$ cat src/rtl/ram_arbiter_pkg.sv
// ram_arbiter_pkg: shared bus width, FSM state encoding and requester IDs
// for the two-port RAM arbiter.
`default_nettype none

package ram_arbiter_pkg;

    localparam int WORD_BUS = 64;

    // Requester IDs double as bit positions in the one-hot grant vector.
    localparam logic ID_IF  = 1'b0;
    localparam logic ID_MEM = 1'b1;

    typedef enum logic [1:0] {
        ST_IDLE   = 2'd0,
        ST_ACCESS = 2'd1,
        ST_RESP   = 2'd2
    } state_t;

endpackage

`default_nettype wire

$ cat src/rtl/ram_arb_pick.sv
// ram_arb_pick: one-hot grant between the IF and MEM requesters.
// ptr=0 favours MEM on contention, ptr=1 favours IF.
`default_nettype none

module ram_arb_pick
    import ram_arbiter_pkg::*;
(
    input  logic       if_valid,
    input  logic       mem_valid,
    input  logic       ptr,
    output logic [1:0] grant
);

    always_comb begin
        grant         = '0;
        grant[ID_MEM] = mem_valid && (!if_valid || !ptr);
        grant[ID_IF]  = if_valid && (!mem_valid || ptr);
    end

endmodule

`default_nettype wire

$ cat src/rtl/ram_arbiter.sv
// ram_arbiter: IDLE/ACCESS/RESP arbiter sharing one RAM between IF and MEM.
// Define RAM_ARB_ROUND_ROBIN_EN for alternating grants; default is MEM priority.
`default_nettype none

module ram_arbiter
    import ram_arbiter_pkg::*;
#(
    parameter int DATA_W = WORD_BUS
) (
    input  logic              cpu_clk_50M,
    input  logic              rst,

    input  logic              if_req_valid,
    output logic              if_req_ready,
    input  logic [DATA_W-1:0] if_addr,
    output logic              if_rsp_valid,
    input  logic              if_rsp_ready,
    output logic [DATA_W-1:0] if_rsp_data,

    input  logic              mem_req_valid,
    output logic              mem_req_ready,
    input  logic              mem_req_we,
    input  logic [DATA_W-1:0] mem_addr,
    input  logic [DATA_W-1:0] mem_wdata,
    input  logic [DATA_W-1:0] mem_wmask,
    output logic              mem_rsp_valid,
    input  logic              mem_rsp_ready,
    output logic [DATA_W-1:0] mem_rsp_data,

    output logic              ram_rd_en,
    output logic              ram_wr_en,
    output logic [DATA_W-1:0] ram_addr,
    output logic [DATA_W-1:0] ram_wr_data,
    output logic [DATA_W-1:0] ram_wmask,
    input  logic [DATA_W-1:0] ram_rd_data
);

    state_t            state;
    logic              id_q;
    logic              we_q;
    logic [DATA_W-1:0] addr_q;
    logic [DATA_W-1:0] wdata_q;
    logic [DATA_W-1:0] wmask_q;
    logic [DATA_W-1:0] rsp_data_q;

    logic [1:0] grant;
    logic       pick_ptr;
    logic       idle_open;
    logic       in_access;
    logic       in_resp;
    logic       rsp_fire;

    // Every strobe is gated by !rst so an abort in ACCESS never commits a write.
    assign idle_open = (state == ST_IDLE) && !rst;
    assign in_access = (state == ST_ACCESS) && !rst;
    assign in_resp   = (state == ST_RESP) && !rst;

    ram_arb_pick u_pick (
        .if_valid  (if_req_valid),
        .mem_valid (mem_req_valid),
        .ptr       (pick_ptr),
        .grant     (grant)
    );

`ifdef RAM_ARB_ROUND_ROBIN_EN
    logic rr_ptr;

    always_ff @(posedge cpu_clk_50M) begin
        if (rst) begin
            rr_ptr <= 1'b0;
        end else if (idle_open && if_req_valid && mem_req_valid) begin
            rr_ptr <= ~rr_ptr;
        end
    end

    assign pick_ptr = rr_ptr;
`else
    assign pick_ptr = 1'b0;
`endif

    assign if_req_ready  = idle_open && grant[ID_IF];
    assign mem_req_ready = idle_open && grant[ID_MEM];

    assign if_rsp_valid  = in_resp && (id_q == ID_IF);
    assign mem_rsp_valid = in_resp && (id_q == ID_MEM);
    assign if_rsp_data   = rsp_data_q;
    assign mem_rsp_data  = rsp_data_q;
    assign rsp_fire      = (if_rsp_valid && if_rsp_ready) || (mem_rsp_valid && mem_rsp_ready);

    assign ram_rd_en   = in_access && !we_q;
    assign ram_wr_en   = in_access && we_q;
    assign ram_wmask   = (in_access && we_q) ? wmask_q : '0;
    assign ram_addr    = addr_q;
    assign ram_wr_data = wdata_q;

    always_ff @(posedge cpu_clk_50M) begin
        if (rst) begin
            state      <= ST_IDLE;
            id_q       <= ID_IF;
            we_q       <= 1'b0;
            addr_q     <= '0;
            wdata_q    <= '0;
            wmask_q    <= '0;
            rsp_data_q <= '0;
        end else begin
            case (state)
                ST_IDLE: begin
                    if (if_req_valid || mem_req_valid) begin
                        state <= ST_ACCESS;
                        if (grant[ID_MEM]) begin
                            id_q    <= ID_MEM;
                            we_q    <= mem_req_we;
                            addr_q  <= mem_addr;
                            wdata_q <= mem_wdata;
                            wmask_q <= mem_wmask;
                        end else begin
                            // IF fetches are reads; write data is left as it was.
                            id_q    <= ID_IF;
                            we_q    <= 1'b0;
                            addr_q  <= if_addr;
                            wmask_q <= '0;
                        end
                    end
                end
                ST_ACCESS: begin
                    rsp_data_q <= we_q ? '0 : ram_rd_data;
                    state      <= ST_RESP;
                end
                ST_RESP: begin
                    if (rsp_fire) begin
                        state <= ST_IDLE;
                    end
                end
                default: begin
                    state <= ST_IDLE;
                end
            endcase
        end
    end

endmodule

`default_nettype wire

$ cat config.mk
export PLATFORM = sky130hd
export DESIGN_NAME = ram_arbiter
export DESIGN_NICKNAME = d
export VERILOG_FILES = /design/src/rtl/ram_arbiter_pkg.sv /design/src/rtl/ram_arb_pick.sv /design/src/rtl/ram_arbiter.sv
export SDC_FILE = /design/constraint.sdc
export NUM_CORES = 1
export LEC_CHECK = 0
export ABC_AREA = 1
export BUFFER_PORTS_ARGS = -buffer_cell sky130_fd_sc_hd__buf_2
export CORE_AREA = 4 4 255 257
export DETAILED_ROUTE_END_ITERATION = 6
export DIE_AREA = 0 0 259 261
export PLACE_DENSITY_LB_ADDON = 0.2
export SLEW_MARGIN = 20
export SYNTH_ARGS = -nofsm -noshare
export SYNTH_HDL_FRONTEND = slang
export SYNTH_SLANG_ARGS = --single-unit
$ cat constraint.sdc
create_clock -name cpu_clk_50M -period 1.5 [get_ports cpu_clk_50M]
set_clock_uncertainty 0.2 [all_clocks]
set_input_delay 0.15 -clock cpu_clk_50M [delete_from_list [all_inputs] [get_ports cpu_clk_50M]]
set_output_delay 0.15 -clock cpu_clk_50M [all_outputs]
set_load 0.02 [all_outputs]
* Yosys cells after proc, flatten, opt, wreduce, memory -nomap -nowiden
Cells that the tools add are included.
Word-level totals: flip-flop bits (word level) 260, input bits 327, output and inout bits 326, logic and storage cells 42
Cells by class: equality and inequality tests 4, muxes and demuxes 9, bitwise logic cells 1, reductions and logical operators 21
Operators with widths (number):
- $mux W64 | 4
- $logic_and A1 B1 Y1 | 12
- $pmux W2 S3 | 1
- $mux W2 | 2
- $reduce_and A2 Y1 | 2
- $logic_not A1 Y1 | 3
- $reduce_and A3 Y1 | 1
- $eq A2 B1 Y1 const B | 1
- $eq A2 B2 Y1 const B | 1
- $logic_not A2 Y1 | 1
- $logic_or A1 B1 Y1 | 2
- $mux W1 | 2
- $ne A2 B1 Y1 const B | 1
- $ne A2 B2 Y1 const B | 1
- $not A1 Y1 | 1

* Logic depth before layout (Yosys ltp)
Gate-level depths: netlist of run 1.
word-level depth 7, depth in mapped cells 8, depth with buffers taken out 6

* Modules after synthesis
A second synthesis of run 1 with hierarchy kept.
Second synthesis, totals: cells, all modules 1918, area, all modules 12545.8 um2
By module, submodules not included:
- ram_arbiter | instances 1, cells an instance 1913, area an instance 12525.8 um2, sequential area each 5205.0 um2
- ram_arb_pick | instances 1, cells an instance 5, area an instance 20.0 um2, sequential area each 0.0 um2

* Least setup slack after synthesis of run 1
Ideal clock, no wire load.
path kind flip-flop to output port, from register state[1], to output ram_wmask[54], arrival 1.197 ns, slack -0.047 ns, cell stages (with the launch flop) 8, buffers on the path 2, cells stage by stage dfxtp_1 inv_1 nand2_1 nor2_1 nand2_1 buf_2 buf_2 nor2_1
On the way: cells in the longest elaborated chain, start to end 4
RTL lines:
- from (decl) | line ram_arbiter.sv:38 | state_t state;
- from (signal assigned) | line ram_arbiter.sv:98 | state <= ST_IDLE;
- from (signal assigned) | line ram_arbiter.sv:109 | state <= ST_ACCESS;
- from (signal assigned) | line ram_arbiter.sv:127 | state <= ST_RESP;
- $eq A2 B1 Y1 | line ram_arbiter.sv:55 | assign in_access = (state == ST_ACCESS) && !rst;
- $logic_and A1 B1 Y1 | line ram_arbiter.sv:55
- $logic_and A1 B1 Y1 | line ram_arbiter.sv:92 | assign ram_wmask = (in_access && we_q) ? wmask_q : '0;
- $mux W64 | line ram_arbiter.sv:92
- to (decl) | line ram_arbiter.sv:34 | output logic [DATA_W-1:0] ram_wmask,
Every way passes these cells.

* Worst setup path after layout of run 1
from register state[1], to output ram_wmask[45]
Same word-level chain as after synthesis.

==> results of run 1 <==
## kinds of logic after synthesis
group	synth area share, %
simple gates	34.3
flops	46.2
compound gates	5.78
buf+inv	13.7
## power by group
group          internal, W  switching (W)  leakage [nW]
clock              0.00430        0.00303         0.489
combinational      0.00282        0.00338          8.24
sequential         0.00757       0.000405          2.14
## layer usage
metal	GRT usage [%]	vias to the layer above	routed length [um]
met2	23.9	494	27700
met5	0	-	36
met4	3.91	6	1620
met1	16.6	6520	23600
li1	-	7001	-
met3	3.05	94	3520
## per-stage QoR
step	total power (W)	instance area, um^2	setup WS, ps	utilization, %	hold slack (ps)
2_1_floorplan	0.0106	11300	-47.3	-	53.1
3_3_place_gp	0.0125	15400	-211	24.6	141
3_5_place_dp	0.0125	15400	-212	24.6	142
4_1_cts	0.0208	19900	-682	31.7	25.9
5_1_grt	0.0227	21500	-773	34.3	-85.1
6_report	0.0215	21500	-659	34.3	-67.8
## Yosys cell counts (all sizes together)
master	instances	share of area, %
a21oi	2	0.089
buf	138	7.8
nor3	1	0.044
nand4	1	0.056
o21ai	128	5.7
inv	140	4.7
nor2	327	11
clkbuf	37	1.2
dfxtp	260	46
nor4	1	0.056
nand3	130	5.8
nand2	522	17
## worst max path at each step
stage                       to     start
2_1_floorplan    ram_wmask[54]  state[1]
3_3_place_gp      if_req_ready  state[0]
3_5_place_dp   if_rsp_data[11]  state[1]
4_1_cts          mem_req_ready  state[0]
5_1_grt          ram_wmask[11]  state[1]
6_report         ram_wmask[45]  state[1]
## layout make-up
class,count,area [um^2],area share (%)
Clock buffer,47,906,4.21
Clock inverter,9,73.8,0.343
Inverter,140,548,2.55
Multi-Input combinational cell,1116,5060,23.6
Sequential cell,260,5210,24.2
Tap cell,846,1060,4.92
Timing Repair Buffer,1094,8640,40.2
## sequential cells by signal, summed over array words and instances (netlist names)
register,cells
if_rsp_data,64
ram_addr,64
ram_wr_data,64
state,2
we_q,1
wmask_q,64
id_q,1
## worst reg2reg max path, cell delays in order, from the launching register on
cell	delay, ps
dfxtp_2	320
buf_4	140
nor2_4	150
buf_8	120
buf_12	120
buf_12	110
nand2_8	130
clkbuf_16	260
nor2_1	100
nor2_1	50
## repair_timing
item                                    in CTS  in global routing
setup buffers                                0                 10
gates resized for setup                     72                211
endpoints found under the setup margin     400                474
pin swaps                                    1                  7
gates cloned                                 0                 41
hold endpoints to repair                   260                  1
==> flow_summary.json, run 1 <==
{
  "outcome": "finished with violations",
  "violations": "hold timing, setup timing",
  "fin_crit_sh_pct": 144,
  "nets": 2970,
  "timing.hold.ws_ps": -67.8,
  "viasPerCell": 4.02,
  "insertion_delay_ps": 570,
  "htreeDepth": 1,
  "core_area_mm2": 0.0627,
  "layout_commonest_cell": "buf_2",
  "p_per_area_mw_per_mm2": 1000,
  "diodes": 0,
  "num_vias": 14100,
  "final_cell_mix": "585 x buf_2, 512 x nand2_1, 326 x dlygate4sd3_1",
  "hold_depth": 6,
  "clkSlewWorstSetupHoldPaths_ps": 60,
  "grt_pass1_wl_mm": 74.6,
  "hold_viol": 1,
  "die_x_um": 259,
  "critPathBufInv": 3,
  "crit_path_end_kind": "output port",
  "cp.arrival_ps": 1810,
  "avgSynthCellArea_um2": 6.68,
  "routed_wl_mm": 56.4,
  "fill_cells": 6650,
  "hold_path_end": "wmask_q[59]",
  "ant_nets": 0,
  "crit_type": "reg2out",
  "hold_path.class": "in2reg",
  "cts_made_buffers": 31,
  "synth_cell_types": 20,
  "synth_seq_cells": 260,
  "grt_pass1_vias": 13800,
  "cts_tree": "done",
  "cts_hold_buffers": 326,
  "io_pins": 653,
  "gp_congestion": 0.860,
  "max_stage_delay_ps": 320,
  "critPathTopFamily": "simple AND/OR/NAND/NOR gates",
  "drc_errors": 0,
  "layout-drive-gt1-share_pct": 34.5,
  "syn_to_final_growth_pct": 90.9,
  "syn_area_mm2": 0.0113,
  "cp.depth": 7,
  "grt_overflow_total": 0,
  "crit_required_ps": 1150,
  "setup.worst_path.start_class": "flop",
  "ys_warn_count": 0,
  "worst_slew_pin_slew_ps": 1030,
  "synthCells": 1687,
  "finalSetupViolCount": 298,
  "ir_drop_mv": 0.769,
  "maxCapViolations": 0,
  "initial_core_util_pct": 18.0,
  "die-area_mm2": 0.0676,
  "drt-initial-drc-count": 564,
  "die_h_um": 261,
  "ctsLongestPathBuffers": 3,
  "ff2ff_path_depth": 9,
  "fin_ws_ps": -659,
  "clkSinkCount": 260,
  "grt_start_max_net_pins": 66,
  "stdcell_count": 3512,
  "dp_hpwl_mm": 36.3,
  "grt_setup_unrepaired": "true",
  "slew_headroom_pct": 31.0,
  "rows": 92,
  "first_pass_iters": 6,
  "placed_cells_incl_taps": 3082,
  "rrSetupSlack_ps": -320,
  "worstPathCellList": "inv_2 -> nand2_4 -> nor2_4 -> nand2_8 -> clkbuf_16 -> nor2_1 -> buf_4",
  "fmaxAchievable_mhz": 463,
  "slowest_stage": "dfxtp_2",
  "tns_ps": -76830,
  "synth_nets": 2014,
  "track_usage_pct": 13.5,
  "cellLeakagePower_nw": 10.9,
  "reg2reg_to": "ram_addr[50]",
  "drv_slew": 0,
  "root_buffer": "clkbuf_16",
  "antenna_found_initial": 3,
  "fin_crit_ps": 2160,
  "wire_per_inst_um": 16.1,
  "min_from": "mem_req_valid",
  "portBuffers": 652,
  "ys_seq_area_share_pct": 46.2,
  "cp_max_fo": 16,
  "rr_startpoint": "state[1]"
}
(Power assumes the default switching activity.)
==> run 2, diff against run 1 <==
--- a/config.mk
+++ b/config.mk
@@ -7,9 +7,9 @@
 export LEC_CHECK = 0
 export ABC_AREA = 1
 export BUFFER_PORTS_ARGS = -buffer_cell sky130_fd_sc_hd__buf_2
-export CORE_AREA = 4 4 255 257
+export CORE_AREA = 2 2 253 255
 export DETAILED_ROUTE_END_ITERATION = 6
-export DIE_AREA = 0 0 259 261
+export DIE_AREA = 0 0 255 257
 export PLACE_DENSITY_LB_ADDON = 0.2
 export SLEW_MARGIN = 20
 export SYNTH_ARGS = -nofsm -noshare
==> run 2 against run 1 <==
Net effect: non-clock buffer count rose by 42; clock power rose by 12%; global-route usage up 1.8 points; largest power group is now clock; final cell count grew 1.3%; sequential power about the same; the run ends with setup timing left; worst setup slack worse by 50 ps; routed wire length is 1.6% higher.
==> flow_summary.json, run 2 (synthesis gave the netlist of run 1 again) <==
{
  "grt_pass1_wl_mm": 78.9,
  "layout-drive-gt1-share_pct": 38.7,
  "grt_start_max_net_pins": 65,
  "crit_path_end_kind": "output port",
  "multi_input_area_mm2": 0.00542,
  "wire_per_inst_um": 16.1,
  "crit_required_ps": 1150,
  "syn_to_final_growth_pct": 103,
  "clkSinkCount": 260,
  "gp_congestion": 0.821,
  "ant_nets": 0,
  "final_cell_mix": "584 x buf_2, 502 x nand2_1, 324 x dlygate4sd3_1",
  "first_pass_iters": 7,
  "ff2ff_path_depth": 13,
  "io_pins": 653,
  "gr-usage-met3_pct": 3.77,
  "rr_startpoint": "state[1]",
  "initial_core_util_pct": 18.0,
  "drv_slew": 0,
  "outcome": "finished with violations",
  "min_from": "mem_req_valid",
  "use_met1_pct": 17.3,
  "die_x_um": 255,
  "violations": "setup timing",
  "hold_viol": 0,
  "cp_max_fo": 13,
  "grt_pass1_vias": 14200,
  "setup.worst_path.start_class": "flop",
  "final_util_pct": 36.5,
  "dp_slack_ps": -211,
  "timing.hold.ws_ps": 84.3,
  "cts_made_buffers": 35,
  "hold_depth": 6,
  "cp.arrival_ps": 1860,
  "nets": 3015,
  "num_vias": 14500,
  "ctsLongestPathBuffers": 3,
  "routed_wl_mm": 57.3,
  "fill_cells": 6473,
  "rrSetupSlack_ps": -510,
  "stdcell_count": 3558,
  "clkSlewWorstSetupHoldPaths_ps": 60,
  "seqCellArea_mm2": 0.00521,
  "grt_setup_unrepaired": "true",
  "insertion_delay_ps": 530,
  "rows": 92,
  "track_usage_pct": 15.4,
  "core_area_mm2": 0.0627,
  "fin_crit_sh_pct": 147,
  "portBuffers": 652,
  "p_per_area_mw_per_mm2": 1010,
  "antenna_found_initial": 2,
  "busiest_layer": "met2",
  "drc_errors": 0,
  "die_h_um": 257,
  "drt-initial-drc-count": 641,
  "dp_hpwl_mm": 34.2,
  "maxCapViolations": 0,
  "fin_ws_ps": -709,
  "viasPerCell": 4.07,
  "finalSetupViolCount": 279,
  "crit_type": "reg2out",
  "grt_overflow_total": 0,
  "critPathLaunch": "state[1]",
  "stdcell_area_mm2": 0.0229,
  "cellLeakagePower_nw": 11.4,
  "fmaxAchievable_mhz": 453,
  "ir_drop_mv": 0.587,
  "htreeDepth": 2,
  "die-area_mm2": 0.0655,
  "hold_path.class": "in2reg",
  "cts_tree": "done",
  "dpl_cell_area_mm2": 0.0154,
  "layout_commonest_cell": "buf_2",
  "worst_slew_pin_slew_ps": 846,
  "slew_headroom_pct": 43.5,
  "grt_use_met2_pct": 27.9,
  "fin_crit_ps": 2210,
  "placed_cells_incl_taps": 3080,
  "root_buffer": "clkbuf_16"
}
==> run 2: cell count changes in the layout (fill, tap and decap cells not counted), sizes merged <==
| cell | delta |
|---|---|
| dlygate4sd3 | -2 |
| nand2 | -1 |
| clkinv | -1 |
| bufinv | +1 |
| diode | +1 |
| dlymetal6s4s | +1 |
| clkbuf | -3 |
| buf | +51 |
| inv | -1 |
==> run 2: repair_timing <==
action                     in CTS  in global routing
setup endpoints to repair     358                410
pin swaps                      22                 26
gates resized for setup       233                290
hold endpoints to repair      260                  1
cloned                         28                 25
hold buffers                  324                  1
buffers inserted               12                 34
==> run 2: final timing paths <==
kind | to
worst min-delay path | wmask_q[62]
worst max-delay path | ram_wmask[0]
worst max register to register | wmask_q[37]
worst min register to register | wmask_q[12]
==> run 2: worst max-delay path: stages, from the launching register on <==
cell,delay [ps]
dfxtp_4,340
inv_2,60
nand2_4,50
nor2_4,140
nand2_8,140
clkbuf_16,230
nor2_1,150
buf_4,180
==> run 2: area by class of cell <==
type,instances,area share [%]
well taps,846,4.63
multi-input cells,1115,23.7
flip-flops and latches,260,22.8
clock buffers,52,4.38
repair buffers,1136,41.6
diodes,1,0.0109
clock inverters,8,0.459
inverters,140,2.49
==> run 2: power breakdown <==
group | internal (W) | switching, W | leakage, nW
logic | 0.00331 | 0.00364 | 8.73
registers | 0.00757 | 0.000415 | 2.14
clock network | 0.00496 | 0.00324 | 0.542
total | 0.0158 | 0.00730 | 11.4
==> run 2: layer usage <==
layer	vias to the layer above	wire (um)
met2	540	28900
li1	7116	-
met5	-	13
met1	6712	23000
met4	2	1810
met3	106	3540
==> run 2: metrics by stage <==
stage | power [W] | TNS, ps
6_report | 0.0231 | -104280
5_1_grt | 0.0244 | -128710
4_1_cts | 0.0227 | -94720
3_5_place_dp | 0.0125 | -27210
3_3_place_gp | 0.0125 | -22940
2_1_floorplan | 0.0106 | -2350
